## src/rtl/piso_tx_ctrl_pkg.sv

```systemverilog
// -----------------------------------------------------------------------------
// piso_tx_ctrl_pkg
// Shared definitions for the serializer controller and its PISO shift register.
//   - state encoding of the controller FSM (IDLE / SHIFT / GAP)
//   - gap counter width and the largest supported idle gap
//   - gap_reload(): value loaded into the gap counter when a frame ends
// No ports (package).
// -----------------------------------------------------------------------------
package piso_tx_ctrl_pkg;

    typedef logic [1:0] state_t;

    // Fixed encodings so waveforms and legacy tooling can decode the state.
    localparam state_t ST_IDLE  = 2'b00;
    localparam state_t ST_SHIFT = 2'b01;
    localparam state_t ST_GAP   = 2'b10;

    localparam int MAX_GAP   = 15;
    localparam int GAP_CNT_W = 4;

    // The gap counter counts down to zero, so it is loaded with GAP-1.
    // Out-of-range values saturate instead of wrapping the 4-bit counter.
    function automatic logic [GAP_CNT_W-1:0] gap_reload(input int gap);
        int g;
        g = (gap > MAX_GAP) ? MAX_GAP : gap;
        if (g <= 0) begin
            return '0;
        end
        return GAP_CNT_W'(g - 1);
    endfunction

endpackage

```

## src/rtl/piso_tx_ctrl_shift_reg.sv

```systemverilog
// -----------------------------------------------------------------------------
// piso_shift_reg
// Parallel-in / serial-out shift register. Load has priority over shift;
// vacated bit positions are zero-filled.
// Ports:
//   clk    in   rising-edge clock
//   rst_n  in   synchronous active-low reset (clears the register)
//   load   in   capture d this edge
//   shift  in   advance one bit toward q this edge
//   d      in   [WIDTH] parallel word
//   q      out  current serial bit (bit WIDTH-1 when MSB_FIRST, else bit 0)
// -----------------------------------------------------------------------------
module piso_shift_reg
    import piso_tx_ctrl_pkg::*;
#(
    parameter int WIDTH     = 4,
    parameter int MSB_FIRST = 1
) (
    input  logic             clk,
    input  logic             rst_n,
    input  logic             load,
    input  logic             shift,
    input  logic [WIDTH-1:0] d,
    output logic             q
);

    logic [WIDTH-1:0] r_data;

    // NOTE: sequential state uses non-blocking (<=) so every register samples
    // the pre-edge values of the others, independent of evaluation order.
    // NOTE: this data register is reset on purpose so a frame abandoned by
    // reset leaves no stale bits behind; pure data storage normally is not.
    always_ff @(posedge clk) begin
        if (!rst_n) begin
            r_data <= '0;
        end else if (load) begin
            r_data <= d;
        end else if (shift) begin
            if (MSB_FIRST != 0) begin
                r_data <= {r_data[WIDTH-2:0], 1'b0};
            end else begin
                r_data <= {1'b0, r_data[WIDTH-1:1]};
            end
        end
    end

    assign q = (MSB_FIRST != 0) ? r_data[WIDTH-1] : r_data[0];

endmodule

```

## src/rtl/piso_tx_ctrl.sv

```systemverilog
// -----------------------------------------------------------------------------
// piso_tx_ctrl
// Serializer controller: accepts parallel words on a valid/ready handshake,
// drives the load/shift controls of a PISO register, emits one bit per clock
// with frame start/end strobes, then inserts GAP idle cycles between frames.
// With GAP==0 a word can be accepted on the last bit of the current frame,
// giving a gapless back-to-back stream.
// Ports:
//   clk          in   rising-edge clock
//   rst_n        in   synchronous active-low reset; all outputs read 0 while low
//   in_valid     in   producer offers in_data
//   in_data      in   [WIDTH] word to serialize, captured on the transfer edge
//   in_ready     out  a word can be accepted this cycle
//   ser_out      out  serial data bit
//   ser_valid    out  ser_out carries a frame bit
//   frame_start  out  first bit of a frame
//   frame_end    out  last bit of a frame
//   busy         out  shifting or in the inter-frame gap
// -----------------------------------------------------------------------------
module piso_tx_ctrl
    import piso_tx_ctrl_pkg::*;
#(
    parameter int WIDTH     = 4,
    parameter int MSB_FIRST = 1,
    parameter int GAP       = 1
) (
    input  logic             clk,
    input  logic             rst_n,
    input  logic             in_valid,
    input  logic [WIDTH-1:0] in_data,
    output logic             in_ready,
    output logic             ser_out,
    output logic             ser_valid,
    output logic             frame_start,
    output logic             frame_end,
    output logic             busy
);

    localparam int CNT_W = $clog2(WIDTH);
    localparam logic [CNT_W-1:0]     LAST_IDX = CNT_W'(WIDTH - 1);
    localparam logic [GAP_CNT_W-1:0] GAP_LOAD = gap_reload(GAP);

    state_t                 r_state;
    state_t                 w_state_nxt;
    logic [CNT_W-1:0]       r_bit_cnt;
    logic [CNT_W-1:0]       w_bit_cnt_nxt;
    logic [GAP_CNT_W-1:0]   r_gap_cnt;
    logic [GAP_CNT_W-1:0]   w_gap_cnt_nxt;

    logic w_in_shift;
    logic w_in_gap;
    logic w_last_bit;
    logic w_ready;
    logic w_xfer;
    logic w_piso_q;

    assign w_in_shift = (r_state == ST_SHIFT);
    assign w_in_gap   = (r_state == ST_GAP);
    assign w_last_bit = w_in_shift && (r_bit_cnt == '0);

    // Ready depends only on state/count (never on in_valid), so there is no
    // combinational path from in_valid back to in_ready. Gating with rst_n
    // keeps every output at 0 for the whole reset window.
    assign w_ready = rst_n && ((r_state == ST_IDLE) || ((GAP == 0) && w_last_bit));
    assign w_xfer  = in_valid && w_ready;

    always_comb begin
        // NOTE: every signal assigned here gets a default first; a missing
        // default on any path would infer a latch.
        w_state_nxt   = r_state;
        w_bit_cnt_nxt = r_bit_cnt;
        w_gap_cnt_nxt = r_gap_cnt;
        case (r_state)
            ST_IDLE: begin
                if (w_xfer) begin
                    w_state_nxt   = ST_SHIFT;
                    w_bit_cnt_nxt = LAST_IDX;
                end
            end
            ST_SHIFT: begin
                if (w_last_bit) begin
                    if (GAP > 0) begin
                        w_state_nxt   = ST_GAP;
                        w_gap_cnt_nxt = GAP_LOAD;
                    end else if (w_xfer) begin
                        // Reload in place: next frame starts next cycle.
                        w_bit_cnt_nxt = LAST_IDX;
                    end else begin
                        w_state_nxt = ST_IDLE;
                    end
                end else begin
                    w_bit_cnt_nxt = r_bit_cnt - 1'b1;
                end
            end
            ST_GAP: begin
                if (r_gap_cnt == '0) begin
                    w_state_nxt = ST_IDLE;
                end else begin
                    w_gap_cnt_nxt = r_gap_cnt - 1'b1;
                end
            end
            default: begin
                w_state_nxt = ST_IDLE;
            end
        endcase
    end

    always_ff @(posedge clk) begin
        if (!rst_n) begin
            r_state   <= ST_IDLE;
            r_bit_cnt <= '0;
            r_gap_cnt <= '0;
        end else begin
            r_state   <= w_state_nxt;
            r_bit_cnt <= w_bit_cnt_nxt;
            r_gap_cnt <= w_gap_cnt_nxt;
        end
    end

    // Shift every SHIFT cycle; on a back-to-back reload, load wins inside
    // the shift register.
    piso_shift_reg #(
        .WIDTH     (WIDTH),
        .MSB_FIRST (MSB_FIRST)
    ) u_piso (
        .clk   (clk),
        .rst_n (rst_n),
        .load  (w_xfer),
        .shift (w_in_shift),
        .d     (in_data),
        .q     (w_piso_q)
    );

    assign in_ready    = w_ready;
    assign ser_valid   = rst_n && w_in_shift;
    assign ser_out     = rst_n && w_in_shift && w_piso_q;
    // The count is reloaded to WIDTH-1 on every frame entry, so that value
    // marks the first bit.
    assign frame_start = rst_n && w_in_shift && (r_bit_cnt == LAST_IDX);
    assign frame_end   = rst_n && w_last_bit;
    assign busy        = rst_n && (w_in_shift || w_in_gap);

endmodule

```

## config.mk

```make
export PLATFORM = sky130hd
export DESIGN_NAME = piso_tx_ctrl
export DESIGN_NICKNAME = d
export VERILOG_FILES = /design/src/rtl/piso_tx_ctrl_pkg.sv /design/src/rtl/piso_tx_ctrl_shift_reg.sv /design/src/rtl/piso_tx_ctrl.sv
export SDC_FILE = /design/constraint.sdc
export NUM_CORES = 1
export LEC_CHECK = 0
export BUFFER_PORTS_ARGS = -buffer_cell sky130_fd_sc_hd__buf_4
export CAP_MARGIN = 20
export CORE_MARGIN = 3
export CORE_UTILIZATION = 53
export CTS_CLUSTER_DIAMETER = 150
export CTS_CLUSTER_SIZE = 28
export DETAILED_ROUTE_END_ITERATION = 10
export PLACE_DENSITY = 0.81
export SYNTH_ARGS = -nofsm -noshare
export SYNTH_HDL_FRONTEND = slang
export SYNTH_SLANG_ARGS = --single-unit
export TNS_END_PERCENT = 20
```

## constraint.sdc

```tcl
create_clock -name clk -period 1.9 [get_ports clk]
set_input_delay 0.38 -clock clk [delete_from_list [all_inputs] [get_ports clk]]
set_output_delay 0.38 -clock clk [all_outputs]
set_load 0.05 [all_outputs]
```

==> metrics.txt <==
Distinct cells, synth 26; sequential area share after synthesis around 30%; setup slack after layout around 0.11 ns; switching share of power 43.8%; grt met3 use 6.10%; Pre-Repair DR Iteration Count 4; worst path cell trace inv_1 > ha_1 > and2_1 > buf_4; Final Max Slew Viols 0; post-route setup TNS 0 ns; worst min path class input pin to flip-flop; Syn Nets 108; WHS Endpoint u_piso.r_data[0]$_SDFFE_PN0P_; Mean Syn Cell Area approximately 8.5 um2; Pleak roughly 0.4 nW; Port Buffers 12; CP Launch Type flip-flop; P_int between 0.0006 and 0.0007 W; Top Usage Layer GRT met2; Slew headroom roughly three quarters; largest net degree at the start of global routing 17; yosys warns 0; met1 GRT Util 23.5%; TritonCTS Buffers 3; final-report setup violation count 0; Reg power frac 30.0%; Die W 44.6 um; PwrDens 1210 nW/um2; share of the core filled with cells 67.7%; worst-path cell with the longest stage delay dfxtp_1; CTS tree done; I/O pin cnt 13; Gate power share a little under three fifths; TritonCTS Sinks 12; vias post-DR between 600 and 700; die area 1990 um2; Longest Clk Path Bufs 2; Least-Margin Pin Slew 0.362 ns; DP Wirelength approximately 1.2 mm; CP peak stage delay roughly 0.34 ns; post-route minimum period between 1.5 and 2 ns; Critical Path AT 1.41 ns; Rows 13; Initial Util between 50% and 60%; synthesis-stage register bit count 12; Inst Count DP 117; critical path class flip-flop to output pin; die height approximately 45 um; area share of the largest cell type after synthesis 30.5%; Placed Area 888 um2; NetSw slightly below 0.0005 W; r2r startpoint r_gap_cnt[0]$_SDFFE_PN0P_; initial antenna violation count 0; GR Util met2 a little under a third; Final Wtd Congestion about 0.87; layout cells sized above 1 a little over a fifth; Hold Startpoint in_data[0]; Synth area leaders dfxtp_1 (30%), ha_1 (13%), mux2i_1 (7.6%); Core Area about 1400 um2; grt total ovfl 0; worst r2r dst r_state[1]$_SDFFE_PN0P_; Design Area, Final 913 um2; Post-Route WL between 1.5 and 2 mm; total of max-cap violations 0; Worst setup EP type output pin; Skew-Pair Late Insertion Delay roughly 0.28 ns; Setup Skew roughly 0.0080 ns; Register-to-Register Setup Slack roughly 0.26 ns; DR WL/cell roughly 13 um; Largest delay share family, worst path flip-flops; CP max FO 5; maximum clock rate approximately 560 MHz; first-pass GRT wire length around 2.8 mm; H-tree Lvls 1; Synth Instances between 90 and 100; Reg clk slew, reported paths ~0.080 ns; DRC violation count after routing 0; fin cells 120; WHS Path Cells 3; Global Route Usage Sum approximately a fifth; # Post-CTS Setup Buffers 0; initial DRC count 6; Worst Path Buf+Inv 2; n_diodes 0; Syn-to-layout area delta 15.9%; final hold vios 0; Crit path required time between 1.5 and 2 ns; final antenna-violating net count 0; period utilisation layout a little over nine tenths; DP Worst Slack 0.293 ns; VDD IR-drop max 0.711 mV; post-synth top area cell dfxtp_1; Clock Power Share around 14%; Vias per Instance 5.62; outcome completed; NumNets Final about 120; root buffer cell clkbuf_4; vias in the first global route 643; RSZ-0062 raised after global routing false; worst reg2reg path depth 5; synthesized area just under 800 um2
-- Yosys cell counts, drive strengths merged --
| cell | number |
|---|---|
| dfxtp | 12 |
| nor2b | 2 |
| nand2 | 8 |
| or3 | 2 |
| and4bb | 1 |
| nand3 | 4 |
| ha | 8 |
| clkbuf | 3 |
| inv | 10 |
| nand2b | 4 |
| or3b | 1 |
| and2 | 2 |
| buf | 1 |
| o31ai | 1 |
| nand4b | 1 |
| o21ai | 3 |
| a221oi | 1 |
| o32ai | 1 |
| nor2 | 5 |
| and3 | 3 |
| o22ai | 1 |
| a211oi | 4 |
| o2111ai | 1 |
| a21oi | 7 |
| mux2i | 6 |
| mux2 | 1 |
-- worst reg2reg max path, delay by kind of cell (launching register included) --
| family | cells | cell delay [ns] |
|---|---|---|
| AOI/OAI and AO/OA | 1 | 0.35 |
| DFF | 1 | 0.33 |
| and+or+nand+nor | 1 | 0.41 |
| adders and majority gates | 1 | 0.16 |
| buffers and inverters | 1 | 0.10 |
| muxes | 1 | 0.21 |
-- cells in the final DEF (no fill, tap or decap), types with 2 or more instances in the layout --
cell / synthesis / layout
and2_1: 2 / 2
clkbuf_4: 0 / 3
o21ai_0: 3 / 3
nor2_1: 5 / 5
buf_4: 0 / 13
mux2i_1: 6 / 6
dfxtp_1: 12 / 12
inv_1: 10 / 10
nand2b_1: 4 / 4
nor2b_1: 2 / 2
nand3_1: 4 / 4
or3_2: 2 / 2
and3_1: 3 / 3
a21oi_1: 7 / 7
a211oi_1: 4 / 4
nand2_1: 8 / 8
ha_1: 8 / 7
-- per-stage QoR --
stage | hold WS [ns] | total power (W)
after floorplan | 0.451 | 0.000805
after global placement | 0.465 | 0.000925
after detailed placement | 0.473 | 0.000943
after CTS | 0.366 | 0.00111
after global routing | 0.383 | 0.00119
final | 0.375 | 0.00111
-- what timing repair did --
item / CTS / global route
setup endpoints to repair: 0 / 2
gates resized for setup: 0 / 1
hold buffers: 0 / 0
endpoints found under the hold margin: 0 / 0
-- worst max path at each step --
stage                         startpoint                 endpoint  slack (ns)  depth (start not counted)
6_report         r_state[0]$_SDFFE_PN0P_                 in_ready        0.11                          4
5_1_grt          r_state[0]$_SDFFE_PN0P_                 in_ready        0.04                          4
4_1_cts          r_state[1]$_SDFFE_PN0P_                frame_end        0.08                          4
3_5_place_dp   r_gap_cnt[0]$_SDFFE_PN0P_  r_state[0]$_SDFFE_PN0P_        0.29                          5
3_3_place_gp   r_gap_cnt[0]$_SDFFE_PN0P_  r_state[1]$_SDFFE_PN0P_        0.31                          5
2_1_floorplan    r_state[1]$_SDFFE_PN0P_                frame_end        0.11                          5
-- per-layer routing --
layer  up-vias  wire [um]
met5         -          0
met1       312        735
li1        348          -
met4         0         33
met3         5         54
met2         9        788
-- flip-flops by register name (all words and copies together), names as in the netlist --
| register | count |
|---|---|
| r_bit_cnt | 2 |
| u_piso.r_data | 4 |
| r_gap_cnt | 4 |
| r_state | 2 |
-- cells by family after synthesis --
| kind of cell | count (synthesis) | synth area share, % |
|---|---|---|
| AOI/OAI and AO/OA | 19 | 17.5 |
| buffers and inverters | 14 | 6.83 |
| and+or+nand+nor | 33 | 23.5 |
| DFF | 12 | 30.5 |
| muxes | 7 | 9.05 |
| adders and majority gates | 8 | 12.7 |
-- layout make-up --
class,count,area [um2]
Inverter,10,37.5
Sequential cell,12,240
Clock buffer,3,22.5
Fill cell,111,437
Multi-Input combinational cell,67,497
Tap cell,15,18.8
Timing Repair Buffer,13,97.6
-- power by group through the flow --
stage | Combinational (W) | Sequential, W | Clock (W)
after floorplan | 0.000474 | 0.000330 | 0
after global placement | 0.000589 | 0.000336 | 0
after detailed placement | 0.000604 | 0.000339 | 0
after CTS | 0.000611 | 0.000333 | 0.000167
after global routing | 0.000679 | 0.000340 | 0.000174
final | 0.000615 | 0.000333 | 0.000160
(Power assumes the default switching activity.)
